**src/rtl/approx_error_monitor.sv**
```systemverilog
// approx_error_monitor: collects error statistics for (exact, approximate) sum
// pairs over a programmable sample window. A two-stage pipeline (|diff|, then
// accumulate) sustains one sample per cycle.
module approx_error_monitor #(
  parameter int WIDTH = 8,
  parameter int CNT_W = 16,
  parameter int ACC_W = 32
) (
  input  logic             clk,
  input  logic             rstN,
  input  logic             start,
  input  logic [CNT_W-1:0] window,
  input  logic             inValid,
  output logic             inReady,
  input  logic [WIDTH:0]   exactSum,
  input  logic [WIDTH:0]   approxSum,
  output logic             busy,
  output logic             done,
  output logic [CNT_W-1:0] sampleCount,
  output logic [CNT_W-1:0] errCount,
  output logic [WIDTH:0]   maxErr,
  output logic [ACC_W-1:0] sumErr
);

  // Saturating add runs one bit wider than the larger operand so the clamp
  // test never sees a wrapped result.
  localparam int SW = ((ACC_W > WIDTH + 1) ? ACC_W : WIDTH + 1) + 1;
  localparam logic [SW-1:0] ACC_MAX = {{(SW-ACC_W){1'b0}}, {ACC_W{1'b1}}};

  typedef enum logic [1:0] {S_IDLE, S_RUN, S_DRAIN, S_DONE} state_t;

  state_t           state_q, state_d;
  logic [CNT_W-1:0] win_q, acc_q;
  logic [WIDTH:0]   diff_q, diff_d;
  logic             s1_vld_q;
  logic [CNT_W-1:0] sampleCount_q, errCount_q;
  logic [WIDTH:0]   maxErr_q;
  logic [ACC_W-1:0] sumErr_q;
  logic [SW-1:0]    sum_ext;
  logic             xfer, clr;

  assign inReady = (state_q == S_RUN) && (acc_q < win_q);
  assign xfer    = inValid && inReady;
  assign clr     = (state_q == S_IDLE) && start;
  assign busy    = (state_q != S_IDLE);
  assign done    = (state_q == S_DONE);
  assign diff_d  = (exactSum >= approxSum) ? (exactSum - approxSum) : (approxSum - exactSum);
  assign sum_ext = SW'(sumErr_q) + SW'(diff_q);

  assign sampleCount = sampleCount_q;
  assign errCount    = errCount_q;
  assign maxErr      = maxErr_q;
  assign sumErr      = sumErr_q;

  // Next-state logic for the window sequencer.
  always_comb begin
    state_d = state_q;
    unique case (state_q)
      S_IDLE:  if (start) state_d = (window != '0) ? S_RUN : S_DONE;
      S_RUN:   if (xfer && ((acc_q + CNT_W'(1)) == win_q)) state_d = S_DRAIN;
      // No transfers happen here; stage 1 holds the last sample and retires it
      // into the statistics on this edge, so they are final in DONE.
      S_DRAIN: state_d = S_DONE;
      S_DONE:  state_d = S_IDLE;
      default: state_d = S_IDLE;
    endcase
  end

  // Sequencer state, latched window and accepted-sample counter.
  always_ff @(posedge clk or negedge rstN) begin
    if (!rstN) begin
      state_q <= S_IDLE;
      win_q   <= '0;
      acc_q   <= '0;
    end else begin
      state_q <= state_d;
      if (clr) begin
        win_q <= window;
        acc_q <= '0;
      end else if (xfer) begin
        acc_q <= acc_q + CNT_W'(1);
      end
    end
  end

  // Stage 1: absolute error of the accepted pair.
  always_ff @(posedge clk or negedge rstN) begin
    if (!rstN) begin
      s1_vld_q <= 1'b0;
      diff_q   <= '0;
    end else begin
      s1_vld_q <= xfer;
      if (xfer) diff_q <= diff_d;
    end
  end

  // Stage 2: fold the stage-1 error into the window statistics.
  always_ff @(posedge clk or negedge rstN) begin
    if (!rstN) begin
      sampleCount_q <= '0;
      errCount_q    <= '0;
      maxErr_q      <= '0;
      sumErr_q      <= '0;
    end else if (clr) begin
      sampleCount_q <= '0;
      errCount_q    <= '0;
      maxErr_q      <= '0;
      sumErr_q      <= '0;
    end else if (s1_vld_q) begin
      sampleCount_q <= sampleCount_q + CNT_W'(1);
      errCount_q    <= errCount_q + CNT_W'(diff_q != '0);
      if (diff_q > maxErr_q) maxErr_q <= diff_q;
      sumErr_q      <= (sum_ext > ACC_MAX) ? ACC_MAX[ACC_W-1:0] : sum_ext[ACC_W-1:0];
    end
  end

endmodule

```
**config.mk**
```make
export PLATFORM = sky130hd
export DESIGN_NAME = approx_error_monitor
export DESIGN_NICKNAME = d
export VERILOG_FILES = /design/src/rtl/approx_error_monitor.sv
export SDC_FILE = /design/constraint.sdc
export NUM_CORES = 1
export LEC_CHECK = 0
export ABC_CLOCK_PERIOD_IN_PS = 2800
export BUFFER_PORTS_ARGS = -buffer_cell sky130_fd_sc_hd__buf_2
export CAP_MARGIN = 20
export CORE_ASPECT_RATIO = 1.5
export CORE_MARGIN = 5
export CORE_UTILIZATION = 46
export CTS_CLUSTER_SIZE = 30
export DETAILED_ROUTE_END_ITERATION = 10
export GPL_ROUTABILITY_DRIVEN = 0
export GPL_TIMING_DRIVEN = 0
export HOLD_SLACK_MARGIN = 0.15
export PLACE_DENSITY = 0.69
export SYNTH_ARGS = -nofsm -noshare
export SYNTH_HDL_FRONTEND = slang
export SYNTH_SLANG_ARGS = --single-unit
```
**constraint.sdc**
```tcl
create_clock -name clk -period 2.8 [get_ports clk]
set_input_delay 0.28 -clock clk [delete_from_list [all_inputs] [get_ports clk]]
set_output_delay 0.28 -clock clk [all_outputs]
set_load 0.005 [all_outputs]
```
Word-level counts from Yosys, hierarchy flattened. Index checks and enable logic that the tools add are counted.

Add/sub/neg operators: 6. Eq/ne operators: 6. Reductions and logical operators: 13. Mux-type cells: 17. $lt $le $gt $ge: 4.

Operators by type and width (number): 16-bit two-way mux (6); 32-bit two-way mux (3); 9-bit two-way mux (4); 32-bit by 9-bit adder with 33-bit output (1); 33-bit by 32-bit > comparator with 1-bit output, second input constant (1); 16-bit by 1-bit adder with 16-bit output, second input constant (2); 9-bit subtractor (2); 16-bit by 1-bit adder with 16-bit output (1); 16-bit equality test (1); 16-bit < comparator (1); 16-bit nonzero test (1); 9-bit >= comparator (1); 9-bit > comparator (1); 9-bit nonzero test (1); 2-bit case mux with 4 select lines (1); 2-bit nonzero test (4); 2-bit two-way mux (3); 2-bit equality test, second input constant (2); 1-bit logical AND (4); 2-bit AND reduction (2); 2-bit by 1-bit equality test with 1-bit output, second input constant (1); 2-bit zero test (1); 2-bit by 1-bit inequality test with 1-bit output, second input constant (1); 2-bit inequality test, second input constant (1).

Bits of input ports: 38. Output and inout bits: 76. Word-level logic and storage cells: 55. Bits in registers: 117.

Depth between registers and ports, before layout. Gate-level depths: netlist of run 1.

Depth after elaboration: 6. Depth in mapped cells: 12. Depth with buffers taken out: 11.

Worst setup path before layout of run 1. No wires, ideal clock.

Kind: input -> register. Start point: in exactSum[1]. End point: reg diff_q[7]. Cell stages on the path: 10. Path slack: 0.146 ns. Setup time: 0.136 ns. Data arrival time: 2.518 ns. Path buffers: 0. Path through: inv_1 > ha_1 > nor2b_1 > o31ai_1 > a31oi_1 > nor2_1 > mux2_2 > a2111oi_0 > xor2_1 > o21ai_0.

Longest elaborated chain between the ends: 2. Elaborated cells between the ends (all ways): 4.

Ends and longest elaborated chain: start, declared (line 15) `input logic [WIDTH:0] exactSum,`; 9-bit subtractor or 9-bit >= comparator (tied branches) (line 47) `assign diff_d = (exactSum >= approxSum) ? (exactSum - approxSum) : (approxSum - exactSum);`; 9-bit two-way mux (*) (line 47); end signal, assigned (line 93) `if (xfer) diff_q <= diff_d;`; end, declared (line 34) `logic [WIDTH:0] diff_q, diff_d;`.

Mark *: on every way between the ends. The rest lies on a longest branch, timed or not. A chain may end at the register's enable or synchronous reset.

Worst setup path after layout of run 1.
Start point: reg acc_q[8]. End point: reg state_q[1].

Longest elaborated chain between the ends: 6. Elaborated cells between the ends (all ways): 8.

Ends and longest elaborated chain: start, declared (line 33) `logic [CNT_W-1:0] win_q, acc_q;`; start signal, assigned (line 81) `acc_q <= acc_q + CNT_W'(1);`; parallel branches: the longest is 3 deep, another holds 16-bit by 1-bit adder with 16-bit output; 1-bit logical AND (*) (line 60) `S_RUN: if (xfer && ((acc_q + CNT_W'(1)) == win_q)) state_d = S_DRAIN;`; 2-bit by 1-bit inequality test with 1-bit output (no source line) (*); 2-bit AND reduction (no source line) (*); end signal, assigned (line 76) `state_q <= state_d;`; end, declared (line 32) `state_t state_q, state_d;`.

Every way passes the cells marked *.

==> flow_summary.json, run 1 <==
{
  "num_rows": 57,
  "synth_seq_area_share_pct": 38.41,
  "die_h_um": 167.7,
  "drc": 0,
  "finalNetCount": 1139,
  "syn_to_final_growth_pct": 25.74,
  "synthesis.area_mm2": 0.007622,
  "dpl.hpwl_um": 15870,
  "fmax_mhz": 367.5,
  "h-tree-depth": 4,
  "skew_ps": 9.545,
  "ios": 114,
  "p_int_mw": 4.489,
  "arrival_ps": 3060,
  "clk_pin_slew_ps": 60,
  "wl_um": 21550,
  "synthTopCellsByArea": "dfrtp_1 (38%), ha_1 (9.8%), nor2_1 (4.1%), o21ai_0 (4.1%), xor2_1 (4.0%)",
  "path_max_fanout": 6,
  "yosysTopAreaCellShare_pct": 38.41,
  "vias_per_cell": 5.651,
  "die_w_um": 115.1,
  "cap_viol_max_count": 0,
  "grt_pass1_vias": 7050,
  "setup.worst_path.class": "reg2reg",
  "synth_nets": 965,
  "syn_area_per_cell_um2": 8.822,
  "ant_nets": 0,
  "period_share_pct": 97.18,
  "synth-main-ff-cell": "dfrtp_1",
  "grt_pass1_wl_um": 34640,
  "cts_root_buffer": "clkbuf_16",
  "antenna_cells": 0,
  "synth_edf_count": 0,
  "netSwitchingFraction_pct": 39.85,
  "final_core_util_pct": 58.94,
  "hold_class": "in2reg",
  "ys.warnings.count": 0,
  "antenna_found_initial": 0,
  "drtIter0Drc": 380,
  "vias": 7103,
  "port_buffers": 113,
  "vdd_drop_max_v": 0.0005164,
  "p_sw_mw": 2.974,
  "cts_buffers": 17,
  "startpoint_type": "flop",
  "synth_area_leader_cell": "dfrtp_1",
  "finalSetupViolCount": 0,
  "finalHoldViolations": 0,
  "track_usage_pct": 22.27,
  "power_density_mw_per_mm2": 778.7,
  "synth.distinct_cells": 58,
  "wl_per_cell_um": 17.14,
  "cellLeakagePower_nw": 4.593,
  "cts_sinks": 117,
  "power.total_mw": 7.463,
  "p_comb_share_pct": 39.9,
  "grt_start_max_net_pins": 91,
  "drive_gt1_share_pct": 21.50,
  "tritoncts": "built",
  "worst_ep_required_time_ps": 3140,
  "dieArea_mm2": 0.01930,
  "grt-ovfl-total": 0,
  "yosys_register_bits": 117,
  "period_minus_slack_ps": 2721,
  "start_util_pct": 46.88,
  "synth_cells": 864,
  "status": "finished clean",
  "slew_headroom_pct": 51.18,
  "async_flop_share_pct": 100.0,
  "clk_latency_ps": 420,
  "clkPwrFrac_pct": 27.3,
  "power_frac_seq_pct": 32.8,
  "slew_violations": 0,
  "coreArea_mm2": 0.01626,
  "cts_max_path_buffers": 2,
  "first_pass_iters": 7,
  "critPathCaptureType": "flop",
  "tightest_slew_ps": 732.3
}
## critical path, cell delays in order, from the launching register on
cell	delay (ps)
dfrtp_2	370
buf_4	120
nand3_4	90
or3_4	420
or4_1	470
a221o_1	360
nor4_2	160
nand4_1	200
a2bb2oi_2	250
mux2i_1	210
## per-layer routing
| metal | part of all wire (%) | track usage (%) | up-vias | wire length, um |
|---|---|---|---|---|
| met3 | 6.1 | 4.801 | 65 | 1313 |
| met2 | 53 | 40.60 | 245 | 11350 |
| met1 | 37 | 24.21 | 3378 | 8076 |
| met4 | 3.8 | 9.806 | 0 | 814 |
| li1 | - | - | 3415 | - |
| met5 | 0 | 0 | - | 0 |
## layout make-up
class                   instances  area (um2)
inverters                      66       247.7
clock buffers                  20       456.7
well taps                     206       257.7
multi-input cells             643        4467
fillers                      1447        6676
plain buffers                  36       160.2
repair buffers                157       962.2
flip-flops and latches        117        2937
clock inverters                12       96.34
## stage by stage
| stage | setup TNS, ps | hold slack [ps] | cells | setup slack, ps | area [um2] |
|---|---|---|---|---|---|
| floorplan | 0 | -15.59 | 864 | 145.9 | 7622 |
| global placement | -15620 | 480.4 | 1183 | -510.6 | 8446 |
| detailed placement | -7099 | 171.9 | 1184 | -515.7 | 8479 |
| CTS | -59.90 | 159.7 | 1241 | -59.90 | 9348 |
| global route | -12.97 | 180.8 | 1257 | -10.31 | 9584 |
| finish | 0 | 159.4 | 1257 | 78.99 | 9584 |
## placed cells by master (no fill, tap or decap), drive strengths merged, types with 8 or more instances in the layout
| cell | n |
|---|---|
| clkinv | 8 |
| nor2b | 9 |
| and3 | 15 |
| nand3 | 29 |
| xnor2 | 27 |
| xor2 | 35 |
| nand2 | 72 |
| ha | 60 |
| dfrtp | 117 |
| inv | 69 |
| or3 | 13 |
| a21oi | 45 |
| nor3 | 16 |
| nor4 | 12 |
| and4 | 8 |
| buf | 151 |
| clkbuf | 46 |
| o21a | 11 |
| nor2 | 84 |
| o21ai | 63 |
| a21o | 13 |
| nand4 | 22 |
| mux2i | 16 |
| dlygate4sd3 | 16 |
| a31oi | 16 |
## worst paths after layout
path / from / end / slack (ps) / cells past startpoint
max: acc_q[8]$_DFFE_PN0P_ / state_q[1]$_DFFE_PN0P_ / 80 / 9
max reg2reg: acc_q[8]$_DFFE_PN0P_ / state_q[1]$_DFFE_PN0P_ / 80 / 9
min: window[2] / win_q[2]$_DFFE_PN0P_ / 160 / 3
min in group asynchronous: rstN / sumErr[22]$_DFFE_PN0P_ / 310 / 2
min reg2reg: sumErr[15]$_DFFE_PN0P_ / sumErr[15]$_DFFE_PN0P_ / 520 / 1
max in group asynchronous: rstN / acc_q[5]$_DFFE_PN0P_ / 1730 / 3
## power by group through the flow
stage	combinational, mW	sequential (mW)	clock, mW
after floorplan	2.01	2.36	0
after global placement	2.82	2.45	0
after CTS	2.94	2.44	2.04
final	2.98	2.45	2.03
after detailed placement	2.89	2.45	0
after global routing	3.36	2.50	2.13
## what timing repair did
action	CTS	global route
setup endpoints to repair	36	47
pin swaps	7	14
endpoints found under the hold margin	69	0
gates resized for setup	23	38
hold buffers	16	0
buffers inserted	10	17
## registers in the layout (all words and copies together), names as in the netlist
register / flops
acc_q: 16
sumErr: 32
errCount: 16
sampleCount: 16
state_q: 2
diff_q: 9
maxErr: 9
s1_vld_q: 1
win_q: 16
## logic make-up after synthesis
kind of cell,Yosys count,share of synthesized area [%]
simple gates,299,19.27
compound gates,198,16.53
flops,117,38.41
buf+inv,104,5.187
fa+ha+maj,63,10.64
xor+xnor,62,7.124
mux,21,2.840
## Yosys cell counts, types with 5 or more instances
| library cell | number |
|---|---|
| a211oi_1 | 7 |
| a21o_1 | 13 |
| a21oi_1 | 45 |
| a311oi_1 | 7 |
| a31oi_1 | 16 |
| and2_1 | 6 |
| and3_1 | 15 |
| and4_1 | 8 |
| buf_1 | 6 |
| clkbuf_1 | 28 |
| dfrtp_1 | 117 |
| ha_1 | 60 |
| inv_1 | 65 |
| mux2_2 | 5 |
| mux2i_1 | 16 |
| nand2_1 | 72 |
| nand3_1 | 28 |
| nand4_1 | 22 |
| nor2_1 | 84 |
| nor2b_1 | 9 |
| nor3_1 | 16 |
| nor4_1 | 11 |
| o21a_1 | 11 |
| o21ai_0 | 62 |
| or3_1 | 13 |
| xnor2_1 | 27 |
| xor2_1 | 35 |
No activity file was read; power rests on OpenSTA's default activity.
==> inputs of run 2 (changes only) <==
Settings changed: MAX_ROUTING_LAYER set to met4.
==> run 2 against run 1 <==
Net effect: clock power is essentially flat; largest power group unchanged; highest routed layer unchanged; non-clock buffer count is 1 higher; setup slack improved by 23 ps.
==> flow_summary.json, run 2 (synthesis gave the netlist of run 1 again) <==
{
  "status": "finished clean",
  "h-tree-depth": 4,
  "grt.met2_usage_pct": 40.35,
  "grt-ovfl-total": 0,
  "vias": 7144,
  "cts_max_path_buffers": 2,
  "ios": 114,
  "path_max_fanout": 5,
  "largest_reg_flops": 32,
  "final_cells": 1258,
  "dpl_worst_slack_ps": -515.7,
  "die_w_um": 115.1,
  "slew_headroom_pct": 48.40,
  "multiInputGateArea_mm2": 0.004467,
  "dieArea_mm2": 0.01930,
  "critPathCaptureType": "flop",
  "final_cell_mix": "buf_2 (113), dfrtp_1 (110), nor2_1 (79)",
  "port_buffers": 113,
  "slowest_stage": "or4_1",
  "skew_ps": 7.770,
  "setup.worst_path.class": "reg2reg",
  "wl_um": 21740,
  "wl_per_cell_um": 17.28,
  "period_share_pct": 96.35,
  "vias_per_cell": 5.679,
  "grt_pass1_wl_um": 34580,
  "die_h_um": 167.7,
  "syn_to_final_growth_pct": 25.84,
  "tightest_slew_ps": 774.1,
  "use_met3_pct": 4.296,
  "register_area_mm2": 0.002937,
  "cts_root_buffer": "clkbuf_16",
  "num_rows": 57,
  "cts_buffers": 17,
  "regToRegSetupSlack_ps": 100,
  "period_minus_slack_ps": 2698,
  "dpl_cell_area_mm2": 0.008479,
  "power_density_mw_per_mm2": 778.3,
  "cellLeakagePower_nw": 4.597,
  "grt-busiest-layer": "met2",
  "finalSetupViolCount": 0,
  "grt_start_max_net_pins": 91,
  "dp.cells": 1184,
  "antenna_found_initial": 0,
  "hold_class": "in2reg",
  "finalHoldViolations": 0,
  "tritoncts": "built",
  "rsz0062_at_grt": "false",
  "cts_sinks": 117,
  "ant_nets": 0,
  "tns_ps": 0,
  "track_usage_pct": 22.96,
  "final_common_cell": "buf_2",
  "worst_ep_required_time_ps": 3140,
  "slowest_delay_ps": 470,
  "met1_usage_pct": 24.81,
  "dpl.hpwl_um": 15870,
  "hold_ws_ps": 160.9,
  "final_core_util_pct": 58.99,
  "critical_path.cell_chain": "buf_4, nand3_4, or3_4, or4_1, a221o_1, nor4_2, nand4_1, a2bb2oi_2, mux2i_1",
  "final_area_mm2": 0.009592,
  "timing.final.ws_setup_ps": 102.3,
  "fillerInstances": 1442,
  "antenna_cells": 0,
  "drtIter0Drc": 347,
  "drc": 0,
  "finalNetCount": 1140,
  "fmax_mhz": 370.7,
  "cap_viol_max_count": 0,
  "drive_gt1_share_pct": 21.58,
  "clk_pin_slew_ps": 60,
  "coreArea_mm2": 0.01626,
  "clk_latency_ps": 420,
  "slew_violations": 0,
  "vdd_drop_max_v": 0.0005110,
  "first_pass_iters": 8,
  "start_util_pct": 46.88,
  "power.total_mw": 7.465,
  "startpoint_type": "flop",
  "grt_pass1_vias": 7062,
  "arrival_ps": 3040
}
run 2: cell types whose count changed in the layout (fill, tap and decap cells not counted), sizes merged:
| cell | change |
|---|---|
| buf | +1 |
run 2: report_power, final:
group,total [mW],switching (mW),internal [mW]
combinational,2.98,1.74,1.24
clock,2.03,0.838,1.19
sequential,2.45,0.399,2.05
run 2: metal layers:
metal  vias up  wire length [um]  share of wire, %
li1       3417                 -                 -
met1      3411              8333                38
met2       248             11440                53
met3        68              1179               5.4
met4         0               786               3.6
met5         -                 0                 0
run 2: worst paths after layout:
check	startpoint	end	cells past startpoint
hold / removal	window[2]	win_q[2]$_DFFE_PN0P_	3
setup reg to reg	acc_q[8]$_DFFE_PN0P_	state_q[1]$_DFFE_PN0P_	9
hold reg to reg	sumErr[15]$_DFFE_PN0P_	sumErr[15]$_DFFE_PN0P_	1
max in group asynchronous	rstN	acc_q[0]$_DFFE_PN0P_	3
min in group asynchronous	rstN	sumErr[22]$_DFFE_PN0P_	2
setup / recovery	acc_q[8]$_DFFE_PN0P_	state_q[1]$_DFFE_PN0P_	9
run 2: final cells by class:
class	count	share of cell area, %
buffer	36	1.670
sequential	117	30.62
inverter	66	2.583
timing repair buffer	158	10.11
clock inverter	12	1.004
multi-input combinational	643	46.57
clock buffer	20	4.761
tap	206	2.687
run 2: what timing repair did:
item	in CTS	in global routing
pin swaps	7	15
hold buffers	16	0
setup buffers	10	18
endpoints found under the setup margin	36	47
gates resized for setup	23	40
gates cloned	0	0
hold endpoints to repair	69	0
run 2: critical path, delay by kind of cell (launching register included):
kind,cells,cell delay (ps)
compound gates,2,610
buf+inv,1,120
flops,1,370
mux,1,210
simple gates,5,1310
==> inputs of run 3 (changes only) <==
Settings changed: BUFFER_PORTS_ARGS -buffer_cell sky130_fd_sc_hd__buf_2 to -buffer_cell sky130_fd_sc_hd__buf_4, SLEW_MARGIN set to 10.
==> run 3 against run 2 <==
Net effect: via count rose by 0.35%; global-route usage rose by 0.39 points; flip-flop and latch count did not move; register-to-register slack got worse by 20 ps; cell count fell by 0.32%; die area did not move; routed wire length rose by 1.7%; worst hold slack improved by 31 ps; design area rose by 2.9%; non-clock buffer count fell by 4.
==> flow_summary.json, run 3 (synthesis gave the netlist of run 1 again) <==
{
  "wl_per_cell_um": 17.62,
  "start_util_pct": 46.88,
  "die_h_um": 167.7,
  "port_buffers": 113,
  "slowest_delay_ps": 480,
  "antenna_cells": 0,
  "cap_viol_max_count": 0,
  "die_w_um": 115.1,
  "dieArea_mm2": 0.01930,
  "period_share_pct": 99.15,
  "cts_sinks": 117,
  "slowest_stage": "a2111oi_1",
  "drtIter0Drc": 410,
  "power_density_mw_per_mm2": 792.5,
  "grt_start_max_net_pins": 86,
  "timing.final.ws_setup_ps": 23.88,
  "grt-ovfl-total": 0,
  "startpoint_type": "primary input",
  "cts_root_buffer": "clkbuf_16",
  "first_pass_iters": 7,
  "finalNetCount": 1136,
  "tritoncts": "built",
  "grt_pass1_vias": 7131,
  "timing.rr.start": "acc_q[8]$_DFFE_PN0P_",
  "ios": 114,
  "arrival_ps": 3070,
  "crit_family": "compound AO/OA/AOI/OAI gates",
  "ant_nets": 0,
  "dpl.hpwl_um": 16020,
  "worst_ep_required_time_ps": 3090,
  "clk_latency_ps": 420,
  "cts_buffers": 17,
  "path_max_fanout": 4,
  "syn_to_final_growth_pct": 29.43,
  "drc": 0,
  "rsz0062_at_grt": "true",
  "dpl_worst_slack_ps": -497.1,
  "skew_ps": 12.25,
  "antenna_found_initial": 0,
  "vdd_drop_max_v": 0.0004725,
  "wl_um": 22100,
  "finalHoldViolations": 0,
  "vias_per_cell": 5.717,
  "coreArea_mm2": 0.01626,
  "slew_violations": 0,
  "final_cell_mix": "buf_4 (136), dfrtp_1 (110), nor2_1 (82)",
  "cts_max_path_buffers": 2,
  "path_buf_inv": 2,
  "slew_headroom_pct": 53.17,
  "min_from": "window[2]",
  "status": "finished clean",
  "num_rows": 57,
  "grt_pass1_wl_um": 35310,
  "hold_class": "in2reg",
  "tns_ps": 0,
  "cellLeakagePower_nw": 4.649,
  "critPathCaptureType": "flop",
  "largest_reg_flops": 32,
  "h-tree-depth": 4,
  "finalSetupViolCount": 0,
  "period_minus_slack_ps": 2776,
  "fmax_mhz": 360.2,
  "drive_gt1_share_pct": 20.71,
  "tightest_slew_ps": 702.5,
  "track_usage_pct": 23.35,
  "crit_start": "exactSum[1]",
  "clk_pin_slew_ps": 60,
  "final_common_cell": "buf_4",
  "critical_path.cell_chain": "buf_4, inv_1, ha_1, nor2b_1, o31ai_1, a31oi_1, nor2_2, mux2_2, a2111oi_1, xor2_1, o21ai_0",
  "setup.worst_path.class": "in2reg",
  "vias": 7169
}
[run 3: repair_timing]
item                                    CTS  global route
pin swaps                                 6            12
hold buffers                             16             0
endpoints found under the setup margin   38            41
gates resized for setup                  29            24
endpoints found under the hold margin    47             0
setup buffers                            13            11
[run 3: layer usage]
layer / GRT usage [%] / part of all wire [%] / vias to the layer above
met5: - / 0 / -
met4: 10.21 / 3.7 / 0
met3: 4.982 / 5.5 / 54
met2: 40.35 / 53 / 247
met1: 25.45 / 38 / 3459
li1: - / - / 3409
[run 3: path summary, 6_finish.rpt]
check | to | slack (ps) | cells past startpoint
max in group asynchronous | acc_q[9]$_DFFE_PN0P_ | 1700 | 3
max | diff_q[7]$_DFFE_PN0P_ | 20 | 11
max reg2reg | diff_q[3]$_DFFE_PN0P_ | 80 | 11
min reg2reg | win_q[0]$_DFFE_PN0P_ | 510 | 2
min in group asynchronous | state_q[0]$_DFFE_PN0P_ | 320 | 2
min | win_q[2]$_DFFE_PN0P_ | 190 | 3
[run 3: area by class of cell]
cell class	count	area, um2
inverter	66	247.7
clock inverter	14	165.2
multi-input combinational	643	4439
tap	206	257.7
buffer	36	160.2
timing repair buffer	154	1220
fill	1407	6395
sequential	117	2937
clock buffer	18	439.2
[run 3: where the power goes]
part / total (mW) / switching (mW) / internal [mW]
Sequential: 2.46 / 0.408 / 2.05
Combinational: 3.12 / 1.76 / 1.36
Clock: 2.23 / 0.872 / 1.36
[run 3: per-stage QoR]
stage	util [%]	cell area (um2)	power [mW]	hold slack, ps	instances
2_1_floorplan	-	7622	4.369	-15.59	864
3_5_place_dp	53.87	8760	5.462	190.9	1184
6_report	60.67	9866	7.819	191.8	1254
5_1_grt	60.67	9866	8.352	186.2	1254
3_3_place_gp	53.68	8728	5.395	481.2	1183
4_1_cts	59.83	9729	7.771	180.5	1244
[run 3: worst register-to-register path, delay by kind of cell, from the launching register on]
family	cells	cell delay (ps)
compound gates	4	610
mux	1	310
simple gates	2	500
flops	1	410
buf+inv	3	600
fa+ha+maj	1	190
